<file path="src/rtl/fifo_port_arb_pkg.sv">
// Shared state encoding and constants for the SDIO/SPI FIFO port arbiter.
package fifo_port_arb_pkg;

    typedef enum logic [2:0] {
        IDLE,
        ASSERT,
        RELEASE,
        SETTLE,
        DONE
    } state_t;

    localparam int WR    = 0;
    localparam int RD    = 1;
    localparam int TMO_W = 8;

endpackage

</file>
<file path="src/rtl/fifo_port_arb_if.sv">
// Requester and FIFO-side signal bundle of fifo_port_arb; slave = arbiter view.
interface fifo_port_arb_if #(
    parameter int dw = 8,
    parameter int aw = 4
);
    logic          wr_req;
    logic [dw-1:0] wr_dat;
    logic          wr_ack;
    logic          wr_err;
    logic          rd_req;
    logic [dw-1:0] rd_dat;
    logic          rd_ack;
    logic          rd_err;
    logic          fifo_ien;
    logic          fifo_oen;
    logic [dw-1:0] fifo_idat;
    logic [dw-1:0] fifo_odat;
    logic          fifo_full_n;
    logic          fifo_empty_n;
    logic [aw-1:0] lvl;
    logic          busy;

    modport slave (
        input  wr_req, wr_dat, rd_req, fifo_odat, fifo_full_n, fifo_empty_n,
        output wr_ack, wr_err, rd_dat, rd_ack, rd_err,
        output fifo_ien, fifo_oen, fifo_idat, lvl, busy
    );

    modport master (
        output wr_req, wr_dat, rd_req, fifo_odat, fifo_full_n, fifo_empty_n,
        input  wr_ack, wr_err, rd_dat, rd_ack, rd_err,
        input  fifo_ien, fifo_oen, fifo_idat, lvl, busy
    );
endinterface

</file>
<file path="src/rtl/fifo_port_arb_rr_arb2.sv">
// Two-way round-robin arbiter; remembers the last granted port (reset: read).
module rr_arb2
    import fifo_port_arb_pkg::*;
(
    input  logic       clk,
    input  logic       rst,
    input  logic [1:0] eligible,
    input  logic       last_gnt,
    input  logic       upd_en,
    output logic [1:0] grant,
    output logic       valid
);

    logic last_rd;

    always_ff @(posedge clk or negedge rst) begin
        if (!rst)
            last_rd <= 1'b1;
        else if (upd_en)
            last_rd <= last_gnt;
    end

    // On a tie the port that did not win last time goes first.
    always_comb begin
        grant = 2'b00;
        if (eligible[WR] && (!eligible[RD] || last_rd))
            grant[WR] = 1'b1;
        else if (eligible[RD])
            grant[RD] = 1'b1;
    end

    assign valid = |eligible;

endmodule

</file>
<file path="src/rtl/fifo_port_arb.sv">
// Arbiter and push/pop strobe sequencer for the shared SDIO/SPI byte FIFO.
// Optional stall timeout is built when FIFO_PORT_ARB_TIMEOUT_EN is defined.
//
// state   | meaning
// IDLE    | sample flags/requests, arbitrate
// ASSERT  | granted strobe high, write byte on fifo_idat
// RELEASE | strobe low; FIFO acts at end of this cycle
// SETTLE  | FIFO flags and read data valid, captured at end
// DONE    | ack pulse, lvl and last-grant updated
module fifo_port_arb
    import fifo_port_arb_pkg::*;
#(
    parameter int dw  = 8,
    parameter int aw  = 4,
    parameter int tmo = 256,
    parameter int tw  = TMO_W
) (
    input  logic           clk,
    input  logic           rst,
    fifo_port_arb_if.slave bus
);

    state_t        state_q, state_d;
    logic [1:0]    eligible, grant;
    logic          arb_valid, gnt_rd, idle;
    logic          wr_abort, rd_abort, wr_err_q, rd_err_q;
    logic          fifo_ien_q, fifo_oen_q, wr_ack_q, rd_ack_q;
    logic [dw-1:0] fifo_idat_q, rd_dat_q;
    logic [aw-1:0] lvl_q;

    assign idle = (state_q == IDLE);

    // A port whose abort pulse is in flight is held off for that cycle.
    assign eligible[WR] = idle & bus.wr_req & bus.fifo_full_n  & ~wr_err_q;
    assign eligible[RD] = idle & bus.rd_req & bus.fifo_empty_n & ~rd_err_q;

    rr_arb2 u_arb (
        .clk      (clk),
        .rst      (rst),
        .eligible (eligible),
        .last_gnt (gnt_rd),
        .upd_en   (state_q == DONE),
        .grant    (grant),
        .valid    (arb_valid)
    );

    always_ff @(posedge clk or negedge rst) begin
        if (!rst)
            state_q <= IDLE;
        else
            state_q <= state_d;
    end

    always_comb begin
        state_d = state_q;
        case (state_q)
            IDLE:    if (arb_valid) state_d = ASSERT;
            ASSERT:  state_d = RELEASE;
            RELEASE: state_d = SETTLE;
            SETTLE:  state_d = DONE;
            DONE:    state_d = IDLE;
            default: state_d = IDLE;
        endcase
    end

    always_ff @(posedge clk or negedge rst) begin
        if (!rst) begin
            fifo_ien_q  <= 1'b0;
            fifo_oen_q  <= 1'b0;
            fifo_idat_q <= '0;
            gnt_rd      <= 1'b0;
            wr_ack_q    <= 1'b0;
            rd_ack_q    <= 1'b0;
            rd_dat_q    <= '0;
            lvl_q       <= '0;
        end else begin
            fifo_ien_q <= grant[WR];
            fifo_oen_q <= grant[RD];
            if (grant[WR])
                fifo_idat_q <= bus.wr_dat;
            if (arb_valid)
                gnt_rd <= grant[RD];
            wr_ack_q <= ((state_q == SETTLE) && !gnt_rd) || wr_abort;
            rd_ack_q <= ((state_q == SETTLE) &&  gnt_rd) || rd_abort;
            if (state_q == SETTLE) begin
                if (gnt_rd) begin
                    rd_dat_q <= bus.fifo_odat;
                    lvl_q    <= lvl_q - 1'b1;
                end else begin
                    lvl_q    <= lvl_q + 1'b1;
                end
            end
        end
    end

`ifdef FIFO_PORT_ARB_TIMEOUT_EN
    logic [tw-1:0] wr_cnt, rd_cnt;
    logic          wr_stall, rd_stall;

    assign wr_stall = idle & bus.wr_req & ~bus.fifo_full_n  & ~wr_err_q;
    assign rd_stall = idle & bus.rd_req & ~bus.fifo_empty_n & ~rd_err_q;
    assign wr_abort = wr_stall & (wr_cnt == tw'(tmo - 1));
    assign rd_abort = rd_stall & (rd_cnt == tw'(tmo - 1));

    always_ff @(posedge clk or negedge rst) begin
        if (!rst) begin
            wr_cnt   <= '0;
            rd_cnt   <= '0;
            wr_err_q <= 1'b0;
            rd_err_q <= 1'b0;
        end else begin
            wr_err_q <= wr_abort;
            rd_err_q <= rd_abort;
            if (!bus.wr_req || grant[WR] || wr_abort)
                wr_cnt <= '0;
            else if (wr_stall)
                wr_cnt <= wr_cnt + 1'b1;
            if (!bus.rd_req || grant[RD] || rd_abort)
                rd_cnt <= '0;
            else if (rd_stall)
                rd_cnt <= rd_cnt + 1'b1;
        end
    end
`else
    logic unused_cfg;

    assign wr_abort   = 1'b0;
    assign rd_abort   = 1'b0;
    assign wr_err_q   = 1'b0;
    assign rd_err_q   = 1'b0;
    assign unused_cfg = ^{tmo, tw};
`endif

    assign bus.fifo_ien  = fifo_ien_q;
    assign bus.fifo_oen  = fifo_oen_q;
    assign bus.fifo_idat = fifo_idat_q;
    assign bus.wr_ack    = wr_ack_q;
    assign bus.rd_ack    = rd_ack_q;
    assign bus.wr_err    = wr_err_q;
    assign bus.rd_err    = rd_err_q;
    assign bus.rd_dat    = rd_dat_q;
    assign bus.lvl       = lvl_q;
    assign bus.busy      = ~idle;

endmodule

</file>
<file path="src/flat_wrapper.sv">
// flat-port wrapper written by rule: the top's interface ports become plain ports
module fifo_port_arb_flat import fifo_port_arb_pkg::*;
#(
    parameter int dw  = 8,
    parameter int aw  = 4,
    parameter int tmo = 256,
    parameter int tw  = TMO_W
)
  (clk, rst, bus_wr_req, bus_wr_dat, bus_rd_req, bus_fifo_odat, bus_fifo_full_n, bus_fifo_empty_n, bus_wr_ack, bus_wr_err, bus_rd_dat, bus_rd_ack, bus_rd_err, bus_fifo_ien, bus_fifo_oen, bus_fifo_idat, bus_lvl, bus_busy);
  fifo_port_arb_if #(.dw(dw), .aw(aw)) bus_i ();
  input  logic clk;
  input  logic rst;
  input wire logic [$bits(bus_i.wr_req)-1:0] bus_wr_req;
  input wire logic [$bits(bus_i.wr_dat)-1:0] bus_wr_dat;
  input wire logic [$bits(bus_i.rd_req)-1:0] bus_rd_req;
  input wire logic [$bits(bus_i.fifo_odat)-1:0] bus_fifo_odat;
  input wire logic [$bits(bus_i.fifo_full_n)-1:0] bus_fifo_full_n;
  input wire logic [$bits(bus_i.fifo_empty_n)-1:0] bus_fifo_empty_n;
  output wire logic [$bits(bus_i.wr_ack)-1:0] bus_wr_ack;
  output wire logic [$bits(bus_i.wr_err)-1:0] bus_wr_err;
  output wire logic [$bits(bus_i.rd_dat)-1:0] bus_rd_dat;
  output wire logic [$bits(bus_i.rd_ack)-1:0] bus_rd_ack;
  output wire logic [$bits(bus_i.rd_err)-1:0] bus_rd_err;
  output wire logic [$bits(bus_i.fifo_ien)-1:0] bus_fifo_ien;
  output wire logic [$bits(bus_i.fifo_oen)-1:0] bus_fifo_oen;
  output wire logic [$bits(bus_i.fifo_idat)-1:0] bus_fifo_idat;
  output wire logic [$bits(bus_i.lvl)-1:0] bus_lvl;
  output wire logic [$bits(bus_i.busy)-1:0] bus_busy;
  assign bus_i.wr_req = bus_wr_req;
  assign bus_i.wr_dat = bus_wr_dat;
  assign bus_i.rd_req = bus_rd_req;
  assign bus_i.fifo_odat = bus_fifo_odat;
  assign bus_i.fifo_full_n = bus_fifo_full_n;
  assign bus_i.fifo_empty_n = bus_fifo_empty_n;
  assign bus_wr_ack = bus_i.wr_ack;
  assign bus_wr_err = bus_i.wr_err;
  assign bus_rd_dat = bus_i.rd_dat;
  assign bus_rd_ack = bus_i.rd_ack;
  assign bus_rd_err = bus_i.rd_err;
  assign bus_fifo_ien = bus_i.fifo_ien;
  assign bus_fifo_oen = bus_i.fifo_oen;
  assign bus_fifo_idat = bus_i.fifo_idat;
  assign bus_lvl = bus_i.lvl;
  assign bus_busy = bus_i.busy;
  fifo_port_arb #(.dw(dw), .aw(aw), .tmo(tmo), .tw(tw)) u_core (.clk(clk), .rst(rst), .bus(bus_i));
endmodule
</file>
<file path="config.mk">
export PLATFORM = sky130hd
export DESIGN_NAME = fifo_port_arb_flat
export DESIGN_NICKNAME = d
export VERILOG_FILES = /design/src/rtl/fifo_port_arb_pkg.sv /design/src/rtl/fifo_port_arb_if.sv /design/src/rtl/fifo_port_arb_rr_arb2.sv /design/src/rtl/fifo_port_arb.sv /design/src/flat_wrapper.sv
export SDC_FILE = /design/constraint.sdc
export NUM_CORES = 1
export LEC_CHECK = 0
export ABC_CLOCK_PERIOD_IN_PS = 1860
export CAP_MARGIN = 30
export CORE_UTILIZATION = 39
export CTS_BUF_LIST = sky130_fd_sc_hd__clkbuf_8
export DETAILED_ROUTE_END_ITERATION = 8
export GPL_ROUTABILITY_DRIVEN = 0
export PLACE_DENSITY = 0.85
export SYNTH_ARGS = -nofsm -noshare
export SYNTH_HDL_FRONTEND = slang
export SYNTH_HIERARCHICAL = 1
export SYNTH_SLANG_ARGS = --single-unit
export TNS_END_PERCENT = 100
</file>
<file path="constraint.sdc">
create_clock -name clk -period 1.86 [get_ports clk]
set_clock_uncertainty 0.1 [all_clocks]
set_input_delay 0.372 -clock clk [delete_from_list [all_inputs] [get_ports clk]]
set_output_delay 0.372 -clock clk [all_outputs]
set_load 0.02 [all_outputs]
</file>
### Yosys cells after proc, flatten, opt, wreduce, memory -nomap -nowiden

Index checks and enable logic that the tools add are counted.

* input bits: 22
* output and inout port bits: 27
* flip-flop bits (word level): 29
* logic and storage cells: 37

* mux-type cells: 6
* add/sub/neg operators: 2
* reductions and logical operators: 9
* bitwise gates (word level): 5
* equality and inequality tests: 5

Operator list (number)
* one-hot mux 3 bit (4 select lines): 1
* == test 3 x 2 -> 1 bit, second input constant: 2
* adder 4 x 1 -> 4 bit, second input constant: 1
* bitwise AND 1 bit: 4
* 2-to-1 mux 4 bit: 1
* subtractor 4 x 1 -> 4 bit, second input constant: 1
* == test 3 x 1 -> 1 bit, second input constant: 1
* == test 3 bit, second input constant: 1
* logical AND 1 bit: 3
* zero test 3 bit: 1
* 2-to-1 mux 1 bit: 3
* 2-to-1 mux 3 bit: 1
* zero test 1 bit: 2
* inequality test 2 x 1 -> 1 bit, second input constant: 1
* AND reduction 2 bit: 1
* OR reduction 2 bit: 1
* logical OR 1 bit: 1
* inverter 1 bit: 1

### Logic depth before layout (Yosys ltp)

* depth in word-level cells: 7
* mapped depth: 5

### Modules after synthesis

The synthesis kept the hierarchy.

Modules (own cells, without submodules)
* fifo_port_arb: sequential area each 700.7 sq um, cells an instance 79, area an instance 1132.3 sq um, instances 1
* rr_arb2: sequential area each 26.3 sq um, cells an instance 7, area an instance 60.1 sq um, instances 1

### Least setup slack after synthesis

Ideal clock, no wire load.

* path kind: register -> register
* from: register u_core.state_q[1]
* to: register u_core.fifo_idat_q[0], in the netlist u_core/bus.fifo_idat[0]
* arrival time: 1.707 ns
* stages on the path, launching flop included: 6
* path buffers: 1
* slack: -0.072 ns
* setup time: 0.125 ns
* clock period less this slack: 1.932 ns
* path through: dfrtp_1 nor3_1 and3_1 a21boi_1 clkbuf_1 mux2_2

* elaborated cells on any way between the ends: 9

RTL lines
* start: declaration: line fifo_port_arb.sv:23 `state_t state_q, state_d;`
* start signal: assignment: line fifo_port_arb.sv:51 `state_q <= state_d;`
* zero test 3 bit: line fifo_port_arb.sv:31 `assign idle = (state_q == IDLE);`
* bitwise AND 1 bit (2 in a row): line fifo_port_arb.sv:34 `assign eligible[WR] = idle & bus.wr_req & bus.fifo_full_n & ~wr_err_q;`
* named net u_core.eligible[0]: line fifo_port_arb.sv:24 `logic [1:0] eligible, grant;`
* logical AND 1 bit: line fifo_port_arb_rr_arb2.sv:26 `if (eligible[WR] && (!eligible[RD] || last_rd))`
* 2-to-1 mux 1 bit: line fifo_port_arb_rr_arb2.sv:26
* named net u_core.grant[0]: line fifo_port_arb.sv:24
* end signal: assignment: line fifo_port_arb.sv:80 `fifo_idat_q <= bus.wr_dat;`
* end: declaration: line fifo_port_arb.sv:28 `logic [dw-1:0] fifo_idat_q, rd_dat_q;`

The timed path passes the listed nets, and every way through them passes these cells.
A chain may end at the register's enable or synchronous reset.

### Worst setup path after layout

* from: register u_core.lvl_q[1], in the netlist u_core/bus.lvl[1]
* to: output bus_lvl[1]

RTL lines
* start: declaration: line fifo_port_arb.sv:29 `logic [aw-1:0] lvl_q;`
* start signal: assignment: line fifo_port_arb.sv:88 `lvl_q <= lvl_q - 1'b1;`
* start signal: assignment: line fifo_port_arb.sv:90 `lvl_q <= lvl_q + 1'b1;`
* end: declaration: line flat_wrapper.sv:27 `output wire logic [$bits(bus_i.lvl)-1:0] bus_lvl;`

No word-level cell between the ends.

==> metrics <==
CTS tree=done; Post-Synthesis Cells=86; GRT Overall Usage=16.3%; layout cell share with drive strength beyond 1=23.6%; vias in the first global route=885; Initial Util=42.1%; Root Driver=clkbuf_8; R2R Path Start=u_core/state_q[2]; CTS Hold Bufs=0; count of final setup violators=0; leading area contributor after synthesis=dfrtp_1; Worst VDD drop=1.00 mV; critical path cell sequence=clkdlybuf4s50_1; Starting DRT DRC Count=14; vias after detailed routing=853; first-pass GRT wire length=3.84 mm; Post-Route WL=2.39 mm; outcome=complete, but fails checks; final hold violations=0; Pwr per Cell Area=1710 nW/um2; Port Buffer Count=46; commonest non-fill, non-tap cell in the layout=clkdlybuf4s50_1; Die Span X=57.3 um; CP max stage cell=clkdlybuf4s50_1; cells on worst reg2reg path=5; leak pwr=0.000867 uW; Hold/Removal Path Class=in2async; Max Fclk=0.564 GHz; H-tree levels=2; CP endpoint kind=output pin; average vias per placed instance=4.87; failing checks=DRC; fin nets=168; Final Core Density=64.6%; r2r setup slk=0.10 ns; residual DRC count=1; Die Area=3280 um2; number of fill cells=224; Core Region=2830 um2; CTS buffer count=5; met1 GRT Util=17.3%; Synth area leaders=dfrtp_1, mux2_2, dfstp_2; setup TNS=0 ns; worst setup path start=u_core/bus.lvl[1]; total global routing overflow=0; RSZ-0062 raised after global routing=false; Post-Syn Area=1190 um2; period utilisation layout=95.4%; num ports=49; Synth Area per Inst=13.9 um2; most frequent cells in the layout=clkdlybuf4s50_1, dfrtp_1, mux2_2; Final WS setup=0.0863 ns; crit-path max FO=4; met2 Resource Use GR=27.4%; startpoint types=flip-flop; grt peak-use layer=met2; min Tclk post-route=1.77 ns; Worst EP arrival=1.30 ns; crit path buf inv count=1; Area Overhead vs Synth=53.3%; DIE HEIGHT=57.3 um; WL/cell=13.6 um; Worst Setup EP=bus_lvl[1]; Clock Latency Late Sink=0.27 ns; clk sinks=29; CP Depth=1; initial antenna violation count=0; max incr delay on CP=0.63 ns; setup bufs post-CTS=0; clk slew on worst S/H paths=0.06 ns; critical path class=reg2out; max-cap viol count=0; Total Power=3130 uW; worst slack, placed=-0.105 ns; largest net degree at the start of global routing=30; Crit path max-delay family=buffers and inverters; Site Rows=19; FF+latch count, synth=29; worst r2r dst=u_core/bus.fifo_idat[5]; post-route antenna net violation count=0; top cell type's share of synthesized area=58.8%; detailed placement HPWL=1.82 mm; met3 usage=8.39%; Ant. Diodes=0; Synth cell types=26; Final Max Tran Viols=0; Required @ worst endpoint=1.39 ns; Clock Tree Buf Depth=2; register area share after synthesis=61.0%; Ys Warns=6; Detailed Routing Iterations Pass 1=7
-- sequential cells by signal (all words and copies together), names as in the netlist --
name and flops:
u_core/bus.rd_ack 1, u_core/gnt_rd 1, u_core/u_arb/last_rd 1, u_core/bus.wr_ack 1, u_core/bus.rd_dat 8, u_core/bus.fifo_oen 1
u_core/bus.fifo_ien 1, u_core/bus.fifo_idat 8, u_core/bus.lvl 4, u_core/state_q 3
-- how the worst min path moves through the flow --
stage	to	cells past startpoint
final	u_core/bus.fifo_idat[7]	2
after global routing	u_core/bus.lvl[3]	1
after CTS	u_core/bus.fifo_idat[7]	2
after detailed placement	u_core/bus.lvl[3]	1
after global placement	u_core/bus.lvl[3]	1
after floorplan	u_core/bus.fifo_idat[0]	0
-- layer usage --
layer,share of wire (%),vias up
met5,0,-
met4,1.2,0
li1,-,396
met2,54,30
met3,7.7,3
met1,37,424
-- cells in the mapped netlist --
cell type and count:
a21boi_0 1, a21boi_1 1, a21o_1 1, a21oi_1 1, and3_1 2, buf_4 2, clkbuf_1 1, conb_1 1
dfrtp_1 28, dfstp_2 1, fa_1 1, ha_1 2, inv_1 6, mux2_2 16, mux2i_1 1, nand2_1 4
nand3b_4 1, nor2_1 3, nor2_8 1, nor3_1 2, nor3b_1 1, o21ai_0 3, o21ai_1 1, or2_1 1
xnor2_1 3, xor2_1 1
-- final cells by class --
class	count	area, um2	area share, %
clock buffer	6	82.6	4.52
timing repair buffer	52	502	27.4
inverter	6	22.5	1.23
clock inverter	2	7.51	0.411
tap	31	38.8	2.12
sequential	29	727	39.8
multi-input combinational	49	448	24.5
-- kinds of logic (layout without fill, tap and decap cells) --
group,Yosys count,after routing,synth area share (%)
AOI/OAI and AO/OA,8,8,3.99
xor gates and xnor gates,4,4,2.94
adders and majority gates,3,3,3.78
buffers and inverters,9,66,3.46
DFF,29,29,61.0
muxes,17,17,15.9
other,1,2,0.314
and+or+nand+nor,15,15,8.60
-- timing repair --
| item | CTS | global route |
|---|---|---|
| gates resized for setup | 2 | 4 |
| setup endpoints to repair | 9 | 8 |
| endpoints found under the hold margin | 0 | 0 |
| pin swaps | 0 | 1 |
| gates cloned | 0 | 1 |
-- through the flow --
step	hold WS, ns	cells	cell area (um2)
after floorplan	-0.0236	87	1200
after global placement	0.369	166	1710
after detailed placement	0.369	166	1710
after CTS	0.376	174	1810
after global routing	0.400	175	1830
final	0.367	175	1830
-- power breakdown --
group / switching, uW / internal [uW]
sequential: 183 / 917
clock: 220 / 290
combinational: 725 / 795
total: 1130 / 2000
(Power assumes the default switching activity.)
